--- config.mk ---
export PLATFORM = sky130hd
export DESIGN_NAME = pipeline_controller_flat
export DESIGN_NICKNAME = d
export VERILOG_FILES = /design/src/rtl/pipeline_controller_if.sv /design/src/rtl/pipeline_controller.sv /design/src/flat_wrapper.sv
export SDC_FILE = /design/constraint.sdc
export NUM_CORES = 1
export LEC_CHECK = 0
export ABC_AREA = 1
export CAP_MARGIN = 20
export CORE_MARGIN = 4
export CORE_UTILIZATION = 47
export DETAILED_ROUTE_END_ITERATION = 10
export GPL_TIMING_DRIVEN = 0
export PLACE_DENSITY_LB_ADDON = 0.05
export SYNTH_ARGS = -nofsm -noshare
export SYNTH_HDL_FRONTEND = slang
export SYNTH_SLANG_ARGS = --single-unit
--- constraint.sdc ---
create_clock -name Clk -period 2.6 [get_ports Clk]
set_clock_uncertainty 0.2 [all_clocks]
set_input_delay 0.52 -clock Clk [delete_from_list [all_inputs] [get_ports Clk]]
set_output_delay 0.52 -clock Clk [all_outputs]
set_load 0.02 [all_outputs]
--- src/rtl/pipeline_controller_if.sv ---
// Control-path bundle between the IF/ID stage, the hazard inputs from EX
// and the registered ID/EX control fields produced by pipeline_controller.
interface pipeline_controller_if #(
    parameter int ALUOP_W    = 5,
    parameter int NUM_STAGES = 3,
    parameter int REG_ADDR_W = 5
);
    logic [5:0]            OpCode;
    logic [REG_ADDR_W-1:0] IFID_Rs;
    logic [REG_ADDR_W-1:0] IFID_Rt;
    logic                  IDEX_MemRead;
    logic [REG_ADDR_W-1:0] IDEX_Rt;
    logic                  BranchTaken;

    logic [1:0]            RegDest;
    logic [1:0]            MemToReg;
    logic [1:0]            ByteSel;
    logic                  RegWrite;
    logic                  AluSrc;
    logic                  MemWrite;
    logic                  MemRead;
    logic                  Branch;
    logic                  SignExt;
    logic                  Jump;
    logic                  JumpMux;
    logic [ALUOP_W-1:0]    AluOp;
    logic                  PCWrite;
    logic                  IFID_Write;
    logic                  IFID_Flush;
    logic                  Busy;
    logic [NUM_STAGES-1:0] StageWriteEnable;

    modport master (
        output OpCode, IFID_Rs, IFID_Rt, IDEX_MemRead, IDEX_Rt, BranchTaken,
        input  RegDest, MemToReg, ByteSel, RegWrite, AluSrc, MemWrite,
        input  MemRead, Branch, SignExt, Jump, JumpMux, AluOp,
        input  PCWrite, IFID_Write, IFID_Flush, Busy, StageWriteEnable
    );

    modport slave (
        input  OpCode, IFID_Rs, IFID_Rt, IDEX_MemRead, IDEX_Rt, BranchTaken,
        output RegDest, MemToReg, ByteSel, RegWrite, AluSrc, MemWrite,
        output MemRead, Branch, SignExt, Jump, JumpMux, AluOp,
        output PCWrite, IFID_Write, IFID_Flush, Busy, StageWriteEnable
    );
endinterface

--- src/rtl/pipeline_controller.sv ---
// Registered ID-stage controller: opcode decode into the ID/EX bundle,
// load-use bubbles, multi-cycle multiply stall and branch/jump flushes.
module pipeline_controller #(
    parameter int ALUOP_W    = 5,
    parameter int NUM_STAGES = 3,
    parameter int MUL_CYCLES = 4,
    parameter int REG_ADDR_W = 5
) (
    input  logic                 Clk,
    input  logic                 Rst,
    pipeline_controller_if.slave bus
);

    localparam int CNT_W = (MUL_CYCLES > 2) ? $clog2(MUL_CYCLES - 1) : 1;
    localparam logic [CNT_W-1:0] CNT_INIT =
        CNT_W'((MUL_CYCLES > 1) ? (MUL_CYCLES - 2) : 0);

    typedef struct packed {
        logic [1:0]         reg_dest;
        logic [1:0]         mem_to_reg;
        logic [1:0]         byte_sel;
        logic               reg_write;
        logic               alu_src;
        logic               mem_write;
        logic               mem_read;
        logic               branch;
        logic               sign_ext;
        logic               jump;
        logic               jump_mux;
        logic [ALUOP_W-1:0] alu_op;
    } ctrl_t;

    typedef enum logic {RUN, MUL_BUSY} state_t;

    state_t                state_q, state_d;
    logic [CNT_W-1:0]      cnt_q, cnt_d;
    logic                  busy_q, busy_d;
    ctrl_t                 ctrl_q, ctrl_d;
    logic [NUM_STAGES-1:0] swe_q, swe_d;

    ctrl_t dec;
    logic  dec_mul;
    logic  hazard;
    logic  pc_write, ifid_write, ifid_flush;

    function automatic logic [ALUOP_W-1:0] aop(input logic [4:0] c);
        return ALUOP_W'(c);
    endfunction

    // Opcode decode table; anything not listed stays a NOP.
    always_comb begin
        dec     = '0;
        dec_mul = 1'b0;
        case (bus.OpCode)
            6'b000000: begin
                dec.reg_write = 1'b1;
                dec.sign_ext  = 1'b1;
                dec.jump_mux  = 1'b1;
            end
            6'b000001, 6'b000100, 6'b000101, 6'b000110, 6'b000111: begin
                dec.reg_dest   = 2'b01;
                dec.branch     = 1'b1;
                dec.mem_to_reg = 2'b11;
                dec.sign_ext   = 1'b1;
            end
            6'b000010: begin
                dec.jump     = 1'b1;
                dec.sign_ext = 1'b1;
            end
            6'b000011: begin
                dec.reg_dest   = 2'b10;
                dec.reg_write  = 1'b1;
                dec.mem_to_reg = 2'b10;
                dec.jump       = 1'b1;
                dec.sign_ext   = 1'b1;
            end
            6'b001000, 6'b001001, 6'b001010, 6'b001011,
            6'b001100, 6'b001101, 6'b001110, 6'b001111: begin
                dec.reg_dest  = 2'b01;
                dec.reg_write = 1'b1;
                dec.alu_src   = 1'b1;
                dec.sign_ext  = (bus.OpCode != 6'b001001);
            end
            6'b011100: begin
                dec.reg_write = 1'b1;
                dec.sign_ext  = 1'b1;
                dec_mul       = 1'b1;
            end
            6'b011111: begin
                dec.reg_write = 1'b1;
            end
            6'b100000, 6'b100001, 6'b100011: begin
                dec.reg_dest   = 2'b01;
                dec.reg_write  = 1'b1;
                dec.alu_src    = 1'b1;
                dec.mem_read   = 1'b1;
                dec.mem_to_reg = 2'b01;
                dec.sign_ext   = 1'b1;
            end
            6'b101000, 6'b101001, 6'b101011: begin
                dec.reg_dest   = 2'b01;
                dec.alu_src    = 1'b1;
                dec.mem_write  = 1'b1;
                dec.mem_to_reg = 2'b11;
                dec.sign_ext   = 1'b1;
            end
            default: ;
        endcase
        case (bus.OpCode)
            6'b000001: dec.alu_op = aop(5'b10000);
            6'b000100: dec.alu_op = aop(5'b01110);
            6'b000101: dec.alu_op = aop(5'b01111);
            6'b000110: dec.alu_op = aop(5'b10010);
            6'b000111: dec.alu_op = aop(5'b10001);
            6'b001000: dec.alu_op = aop(5'b00001);
            6'b001001: dec.alu_op = aop(5'b00111);
            6'b001010: dec.alu_op = aop(5'b01010);
            6'b001011: dec.alu_op = aop(5'b01011);
            6'b001100: dec.alu_op = aop(5'b00100);
            6'b001101: dec.alu_op = aop(5'b00011);
            6'b001110: dec.alu_op = aop(5'b00101);
            6'b001111: dec.alu_op = aop(5'b10011);
            6'b011100: dec.alu_op = aop(5'b01100);
            6'b011111: dec.alu_op = aop(5'b01101);
            6'b100000, 6'b100001, 6'b100011,
            6'b101000, 6'b101001, 6'b101011: dec.alu_op = aop(5'b00001);
            default: ;
        endcase
        case (bus.OpCode)
            6'b100000, 6'b101000: dec.byte_sel = 2'b01;
            6'b100001, 6'b101001: dec.byte_sel = 2'b11;
            default: ;
        endcase
    end

    assign hazard = bus.IDEX_MemRead &&
                    (bus.IDEX_Rt != REG_ADDR_W'(0)) &&
                    ((bus.IDEX_Rt == bus.IFID_Rs) ||
                     (bus.IDEX_Rt == bus.IFID_Rt));

    // Hazard priority, multiply stall sequencing and next ID/EX bundle.
    always_comb begin
        state_d    = state_q;
        cnt_d      = cnt_q;
        busy_d     = busy_q;
        ctrl_d     = '0;
        pc_write   = 1'b0;
        ifid_write = 1'b0;
        ifid_flush = 1'b0;
        unique case (state_q)
            RUN: begin
                if (bus.BranchTaken) begin
                    ifid_flush = 1'b1;
                    pc_write   = 1'b1;
                    ifid_write = 1'b1;
                end else if (!hazard) begin
                    ctrl_d     = dec;
                    pc_write   = 1'b1;
                    ifid_write = 1'b1;
                    ifid_flush = dec.jump;
                    if (dec_mul && (MUL_CYCLES > 1)) begin
                        cnt_d   = CNT_INIT;
                        busy_d  = 1'b1;
                        state_d = MUL_BUSY;
                    end
                end
            end
            MUL_BUSY: begin
                ifid_flush = bus.BranchTaken;
                if (cnt_q == '0) begin
                    state_d = RUN;
                    busy_d  = 1'b0;
                end else begin
                    cnt_d = cnt_q - 1'b1;
                end
            end
            default: ;
        endcase
    end

    // Pipeline-fill shift: one more stage enabled on every edge after reset.
    assign swe_d = NUM_STAGES'({swe_q, 1'b1});

    // Controller state and registered outputs.
    always_ff @(posedge Clk) begin
        if (Rst) begin
            state_q <= RUN;
            cnt_q   <= '0;
            busy_q  <= 1'b0;
            ctrl_q  <= '0;
            swe_q   <= '0;
        end else begin
            state_q <= state_d;
            cnt_q   <= cnt_d;
            busy_q  <= busy_d;
            ctrl_q  <= ctrl_d;
            swe_q   <= swe_d;
        end
    end

    assign bus.PCWrite          = pc_write & ~Rst;
    assign bus.IFID_Write       = ifid_write & ~Rst;
    assign bus.IFID_Flush       = ifid_flush & ~Rst;
    assign bus.Busy             = busy_q;
    assign bus.StageWriteEnable = swe_q;

    assign bus.RegDest  = ctrl_q.reg_dest;
    assign bus.MemToReg = ctrl_q.mem_to_reg;
    assign bus.ByteSel  = ctrl_q.byte_sel;
    assign bus.RegWrite = ctrl_q.reg_write;
    assign bus.AluSrc   = ctrl_q.alu_src;
    assign bus.MemWrite = ctrl_q.mem_write;
    assign bus.MemRead  = ctrl_q.mem_read;
    assign bus.Branch   = ctrl_q.branch;
    assign bus.SignExt  = ctrl_q.sign_ext;
    assign bus.Jump     = ctrl_q.jump;
    assign bus.JumpMux  = ctrl_q.jump_mux;
    assign bus.AluOp    = ctrl_q.alu_op;

endmodule
--- src/flat_wrapper.sv ---
// flat-port wrapper written by rule: the top's interface ports become plain ports
module pipeline_controller_flat 
#(
    parameter int ALUOP_W    = 5,
    parameter int NUM_STAGES = 3,
    parameter int MUL_CYCLES = 4,
    parameter int REG_ADDR_W = 5
)
  (Clk, Rst, bus_OpCode, bus_IFID_Rs, bus_IFID_Rt, bus_IDEX_MemRead, bus_IDEX_Rt, bus_BranchTaken, bus_RegDest, bus_MemToReg, bus_ByteSel, bus_RegWrite, bus_AluSrc, bus_MemWrite, bus_MemRead, bus_Branch, bus_SignExt, bus_Jump, bus_JumpMux, bus_AluOp, bus_PCWrite, bus_IFID_Write, bus_IFID_Flush, bus_Busy, bus_StageWriteEnable);
  pipeline_controller_if #(.ALUOP_W(ALUOP_W), .NUM_STAGES(NUM_STAGES), .REG_ADDR_W(REG_ADDR_W)) bus_i ();
  input  logic Clk;
  input  logic Rst;
  input wire logic [$bits(bus_i.OpCode)-1:0] bus_OpCode;
  input wire logic [$bits(bus_i.IFID_Rs)-1:0] bus_IFID_Rs;
  input wire logic [$bits(bus_i.IFID_Rt)-1:0] bus_IFID_Rt;
  input wire logic [$bits(bus_i.IDEX_MemRead)-1:0] bus_IDEX_MemRead;
  input wire logic [$bits(bus_i.IDEX_Rt)-1:0] bus_IDEX_Rt;
  input wire logic [$bits(bus_i.BranchTaken)-1:0] bus_BranchTaken;
  output wire logic [$bits(bus_i.RegDest)-1:0] bus_RegDest;
  output wire logic [$bits(bus_i.MemToReg)-1:0] bus_MemToReg;
  output wire logic [$bits(bus_i.ByteSel)-1:0] bus_ByteSel;
  output wire logic [$bits(bus_i.RegWrite)-1:0] bus_RegWrite;
  output wire logic [$bits(bus_i.AluSrc)-1:0] bus_AluSrc;
  output wire logic [$bits(bus_i.MemWrite)-1:0] bus_MemWrite;
  output wire logic [$bits(bus_i.MemRead)-1:0] bus_MemRead;
  output wire logic [$bits(bus_i.Branch)-1:0] bus_Branch;
  output wire logic [$bits(bus_i.SignExt)-1:0] bus_SignExt;
  output wire logic [$bits(bus_i.Jump)-1:0] bus_Jump;
  output wire logic [$bits(bus_i.JumpMux)-1:0] bus_JumpMux;
  output wire logic [$bits(bus_i.AluOp)-1:0] bus_AluOp;
  output wire logic [$bits(bus_i.PCWrite)-1:0] bus_PCWrite;
  output wire logic [$bits(bus_i.IFID_Write)-1:0] bus_IFID_Write;
  output wire logic [$bits(bus_i.IFID_Flush)-1:0] bus_IFID_Flush;
  output wire logic [$bits(bus_i.Busy)-1:0] bus_Busy;
  output wire logic [$bits(bus_i.StageWriteEnable)-1:0] bus_StageWriteEnable;
  assign bus_i.OpCode = bus_OpCode;
  assign bus_i.IFID_Rs = bus_IFID_Rs;
  assign bus_i.IFID_Rt = bus_IFID_Rt;
  assign bus_i.IDEX_MemRead = bus_IDEX_MemRead;
  assign bus_i.IDEX_Rt = bus_IDEX_Rt;
  assign bus_i.BranchTaken = bus_BranchTaken;
  assign bus_RegDest = bus_i.RegDest;
  assign bus_MemToReg = bus_i.MemToReg;
  assign bus_ByteSel = bus_i.ByteSel;
  assign bus_RegWrite = bus_i.RegWrite;
  assign bus_AluSrc = bus_i.AluSrc;
  assign bus_MemWrite = bus_i.MemWrite;
  assign bus_MemRead = bus_i.MemRead;
  assign bus_Branch = bus_i.Branch;
  assign bus_SignExt = bus_i.SignExt;
  assign bus_Jump = bus_i.Jump;
  assign bus_JumpMux = bus_i.JumpMux;
  assign bus_AluOp = bus_i.AluOp;
  assign bus_PCWrite = bus_i.PCWrite;
  assign bus_IFID_Write = bus_i.IFID_Write;
  assign bus_IFID_Flush = bus_i.IFID_Flush;
  assign bus_Busy = bus_i.Busy;
  assign bus_StageWriteEnable = bus_i.StageWriteEnable;
  pipeline_controller #(.ALUOP_W(ALUOP_W), .NUM_STAGES(NUM_STAGES), .MUL_CYCLES(MUL_CYCLES), .REG_ADDR_W(REG_ADDR_W)) u_core (.Clk(Clk), .Rst(Rst), .bus(bus_i));
endmodule
# After elaboration in Yosys (flattened, before gate mapping)
# Cells that the tools add are included.
# totals
register_bits	26
word_cells	110
# classes
add_sub_neg	1
n_eq_ne	31
muxes	35
bitwise	4
reduce_logical	22
# ops
cell	count
$pmux 5 s15	1
$eq 6x4->1 const B	8
$eq 6x6->1 const B	6
$reduce_or 15->1	2
$eq 6x3->1 const B	4
$mux 1	22
$reduce_or 19->1	1
$reduce_or 8->1	2
$reduce_or 14->1	1
$eq 6x2->1 const B	2
$eq 6x5->1 const B	2
$pmux 2 s2	3
$eq 5x5->1	2
$mux 2	4
$ne 2x2->1 const B	4
$pmux 1 s2	4
$reduce_and 4->1	2
$reduce_or 7->1	1
$eq 6x1->1 const B	1
$logic_not 6->1	1
$ne 6x4->1 const B	1
$pmux 2 s3	1
$reduce_or 2->1	3
$reduce_or 3->1	2
10 further kinds	13

# Depth between registers and ports, before layout
# Gate-level depths: netlist (run 1).
# depth
word_depth	7
mapped_depth	12
depth_no_buf	11

# Worst setup path before layout (run 1)
# OpenSTA, ideal clock, no wires.
# synth_path
path_kind	input to output
start	in bus_OpCode[5]
end	out bus_IFID_Flush
t_arrival_ps	1425
slack_ps	455
cell_stages	7
n_path_buf	0
path_cell_list	nor2_2 > inv_2 > nor2_1 > nand2_1 > o21ai_0 > nand2_1 > inv_1
# synth_via
elab_chain_len	7
elab_cells_between_ends	8
# synth_rtl
element	line_no	rtl
start: declaration	flat_wrapper.sv:13	input wire logic [$bits(bus_i.OpCode)-1:0] bus_OpCode;
$eq 6x2->1	pipeline_controller.sv:54	case (bus.OpCode)
$reduce_or 2->1 (no line) *	n/a	
$mux 1 *	pipeline_controller.sv:54	
$mux 1 *	pipeline_controller.sv:156	end else if (!hazard) begin
$mux 1 *	pipeline_controller.sv:152	if (bus.BranchTaken) begin
$pmux 1 s2 *	pipeline_controller.sv:150	unique case (state_q)
$and 1x1->1 *	pipeline_controller.sv:203	assign bus.IFID_Flush = ifid_flush & ~Rst;
end: declaration	flat_wrapper.sv:33	output wire logic [$bits(bus_i.IFID_Flush)-1:0] bus_IFID_Flush;
# Mark *: on every way between the ends. The rest lies on a longest branch, timed or not.

# Final worst setup path (run 1)
# layout_path
start	in bus_OpCode[3]
end	out bus_IFID_Flush
# Same word-level chain as after synthesis.

==> flow_summary.toml, run 1 <==
[yosys]
synth_top_cells_by_count = "53 x nand2_1, 34 x inv_1, 31 x nor2_1"
ys.warnings.count = 0
ys_seq_area_share_pct = 38.2
syn_area_per_cell_sq_um = 6.65
synth_most_common_cell = "nand2_1"
synthTopCellsByArea = "dfxtp_1 38%, nand2_1 15%, inv_1 9.4%"
syn_area_sq_um = 1360
synth_top_area_share_pct = 38.2
synth_top_cell_by_area = "dfxtp_1"
ys_types = 26
synth_edf_count = 0
synth_nets = 231
netlist_instances = 205
synth-async-reset-ratio_pct = 0
ys_ff_latch = 26
synth_ff_type = "dfxtp_1"

[setup_path]
path_buf_inv = 3
path_cells = "clkdlybuf4s50_1, nor2_4, nand2_2, o21ai_0, nand2_1, inv_1, buf_2"
r2r-start = "u_core.cnt_q[0]$_SDFFE_PP0P_"
cp-startpoint = "bus_OpCode[3]"
critPathKind = "input pin to output port"
cp_slowest_stage_delay_ns = 0.56
critPathTopFamily = "buffers and inverters"
slowest_stage = "clkdlybuf4s50_1"
required_ns = 1.88
critPathMaxFanout = 6
cp-start-kind = "input pin"
arrival_ns = 1.81
end_kind = "output port"

[drt]
top_layer_used = "met4"
met3_length_um = 250
drc = 0
wirelength_um = 3080
avgViaCountPerCell = 4.76
via_count = 1428
ant_nets = 0
first_iter_violations = 49
met1_length_um = 1370
wl_per_cell_um = 10.3
met2WireLength_um = 1400
firstDrtPassIters = 4

[timing]
min_period_over_period_pct = 97.4
finalCriticalPeriod_ns = 2.53
setup_slack_ns = 0.0668
maxSlewHeadroom_pct = 66.7
setup_viol = 0
tightestPinTransition_ns = 0.496
fmax_ghz = 0.395
slew_violations = 0
hold_viol_final = 0

[global_routing]
grt_max_degree = 15
grt_pass1_vias = 1181
antenna_found_initial = 0
overflow = 0
grt_usage_pct = 16.9
grt_pass1_wl_um = 4860

[final_layout]
seqCellArea_sq_um = 520
final_design_area_no_fill_sq_um = 2030
nets = 296
final_cells = 300
drive_above_1_share_pct = 17.1
fill_cells = 243
syn_to_final_growth_pct = 48.8
antenna_cells = 0
multi_input_area_sq_um = 707

[power]
p_per_area_nw_per_um2 = 386
power_mw = 0.783
ir_worst_vdd_mv = 0.304
leakagePower_nw = 1.01

[clocking]
clock-sinks = 26
root_buffer = "clkbuf_4"
cts_buffer_depth = 2
clkTransAtPathRegs_ns = 0.12
htreeDepth = 1
tritoncts = "yes"
ctsHoldBuffers = 0
worstSkewPairLatency_ns = 0.30
cts_made_buffers = 3

[place]
place_inst = 286
place_area_sq_um = 1900
io_buffers = 50
routabilityCongestion = 0.894
pre_cts_ws_ns = -0.701
dp_hpwl_um = 2340

[hold_path]
hold_path.startpoint = "u_core.bus.StageWriteEnable[1]$_SDFF_PP0_"
hp-class = "flip-flop to flip-flop"

[floorplan]
num_io_pins = 51
die_w_um = 61.9
dieArea_sq_um = 3830
std_cell_rows = 19
die_y_um = 61.9
start_util_pct = 49.5
core_sq_um = 2760

[run]
maxCapViolCount = 0

[status]
status = "completed"
-- cells in the final DEF, fill, tap and decap left out, types with 3 or more instances in the layout --
cell	instances
dfxtp_1	26
buf_4	11
nand4_1	5
dlygate4sd2_1	11
inv_1	32
nor2_1	27
clkdlybuf4s50_1	31
o21ai_0	4
dlymetal6s2s_1	3
nand2_1	51
nor2_2	10
inv_2	4
nand2_2	6
nor2_4	5
nand3_1	11
a21oi_1	5
clkbuf_4	3
-- state kept, by name, indices dropped and copies added (netlist names) --
signal / flops
u_core.bus.Busy: 1
u_core.state_q: 1
u_core.bus.AluOp: 5
u_core.bus.JumpMux: 1
u_core.bus.ByteSel: 2
u_core.bus.AluSrc: 1
u_core.cnt_q: 2
u_core.bus.Branch: 1
u_core.bus.SignExt: 1
u_core.bus.StageWriteEnable: 3
u_core.bus.MemToReg: 2
u_core.bus.RegWrite: 1
u_core.bus.MemWrite: 1
u_core.bus.RegDest: 2
u_core.bus.MemRead: 1
u_core.bus.Jump: 1
-- area by class of cell --
class	instances	area share [%]
Buffer	2	1.36
Sequential cell	26	25.6
Multi-Input combinational cell	140	34.8
Clock buffer	4	1.79
Inverter	37	6.84
Tap cell	31	1.91
Timing Repair Buffer	60	27.6
-- kinds of logic after synthesis --
| family | Yosys count | share of synthesized area (%) |
|---|---|---|
| XOR/XNOR | 2 | 1.28 |
| flip-flops | 26 | 38.2 |
| buffers and inverters | 39 | 12.2 |
| AND/OR/NAND/NOR | 123 | 41.7 |
| adder cells (fa/ha/maj) | 1 | 0.917 |
| AO/OA/AOI/OAI | 14 | 5.69 |
-- worst min-delay path, stage by stage, from the launching register on --
cell     delay (ns)
dfxtp_1        0.33
inv_1          0.04
nor2_1         0.03
-- metal layers --
layer / vias to the layer above / global-route usage, %
met4: 0 / 7.27
met5: - / 0
met1: 601 / 20.5
met2: 60 / 29.9
met3: 6 / 2.07
li1: 761 / -
-- path summary, 6_finish.rpt --
check                                              end  slack (ns)  depth (start not counted)
min reg2reg  u_core.bus.StageWriteEnable[2]$_SDFF_PP0_        0.23                          2
min          u_core.bus.StageWriteEnable[2]$_SDFF_PP0_        0.23                          2
max reg2reg               u_core.cnt_q[0]$_SDFFE_PP0P_        1.24                          8
max                                     bus_IFID_Flush        0.07                          7
-- repair_timing --
| item | in CTS | in global routing |
|---|---|---|
| endpoints found under the setup margin | 3 | 2 |
| pin swaps | 8 | 8 |
| setup buffers | 7 | 3 |
| gates resized for setup | 31 | 12 |
-- stage by stage --
step	hold WS [ns]	setup TNS [ns]	util (%)
6_report	0.229	0	73.6
5_1_grt	0.242	-0.0211	73.6
4_1_cts	0.233	0	71.8
3_5_place_dp	0.213	-1.70	69.0
3_3_place_gp	0.213	-1.66	69.0
2_1_floorplan	0.248	0	-
-- power breakdown --
| part | internal, mW | switching (mW) |
|---|---|---|
| Sequential | 0.407 | 0.00226 |
| Combinational | 0.0836 | 0.0963 |
| Clock | 0.0855 | 0.109 |
| Total | 0.576 | 0.207 |
(Power assumes the default switching activity.)
==> run 2: changes to the inputs <==
- CTS_CLUSTER_DIAMETER: default -> 50
==> results of run 2 <==
Final layout, timing and power as in run 1 (identical DEF).
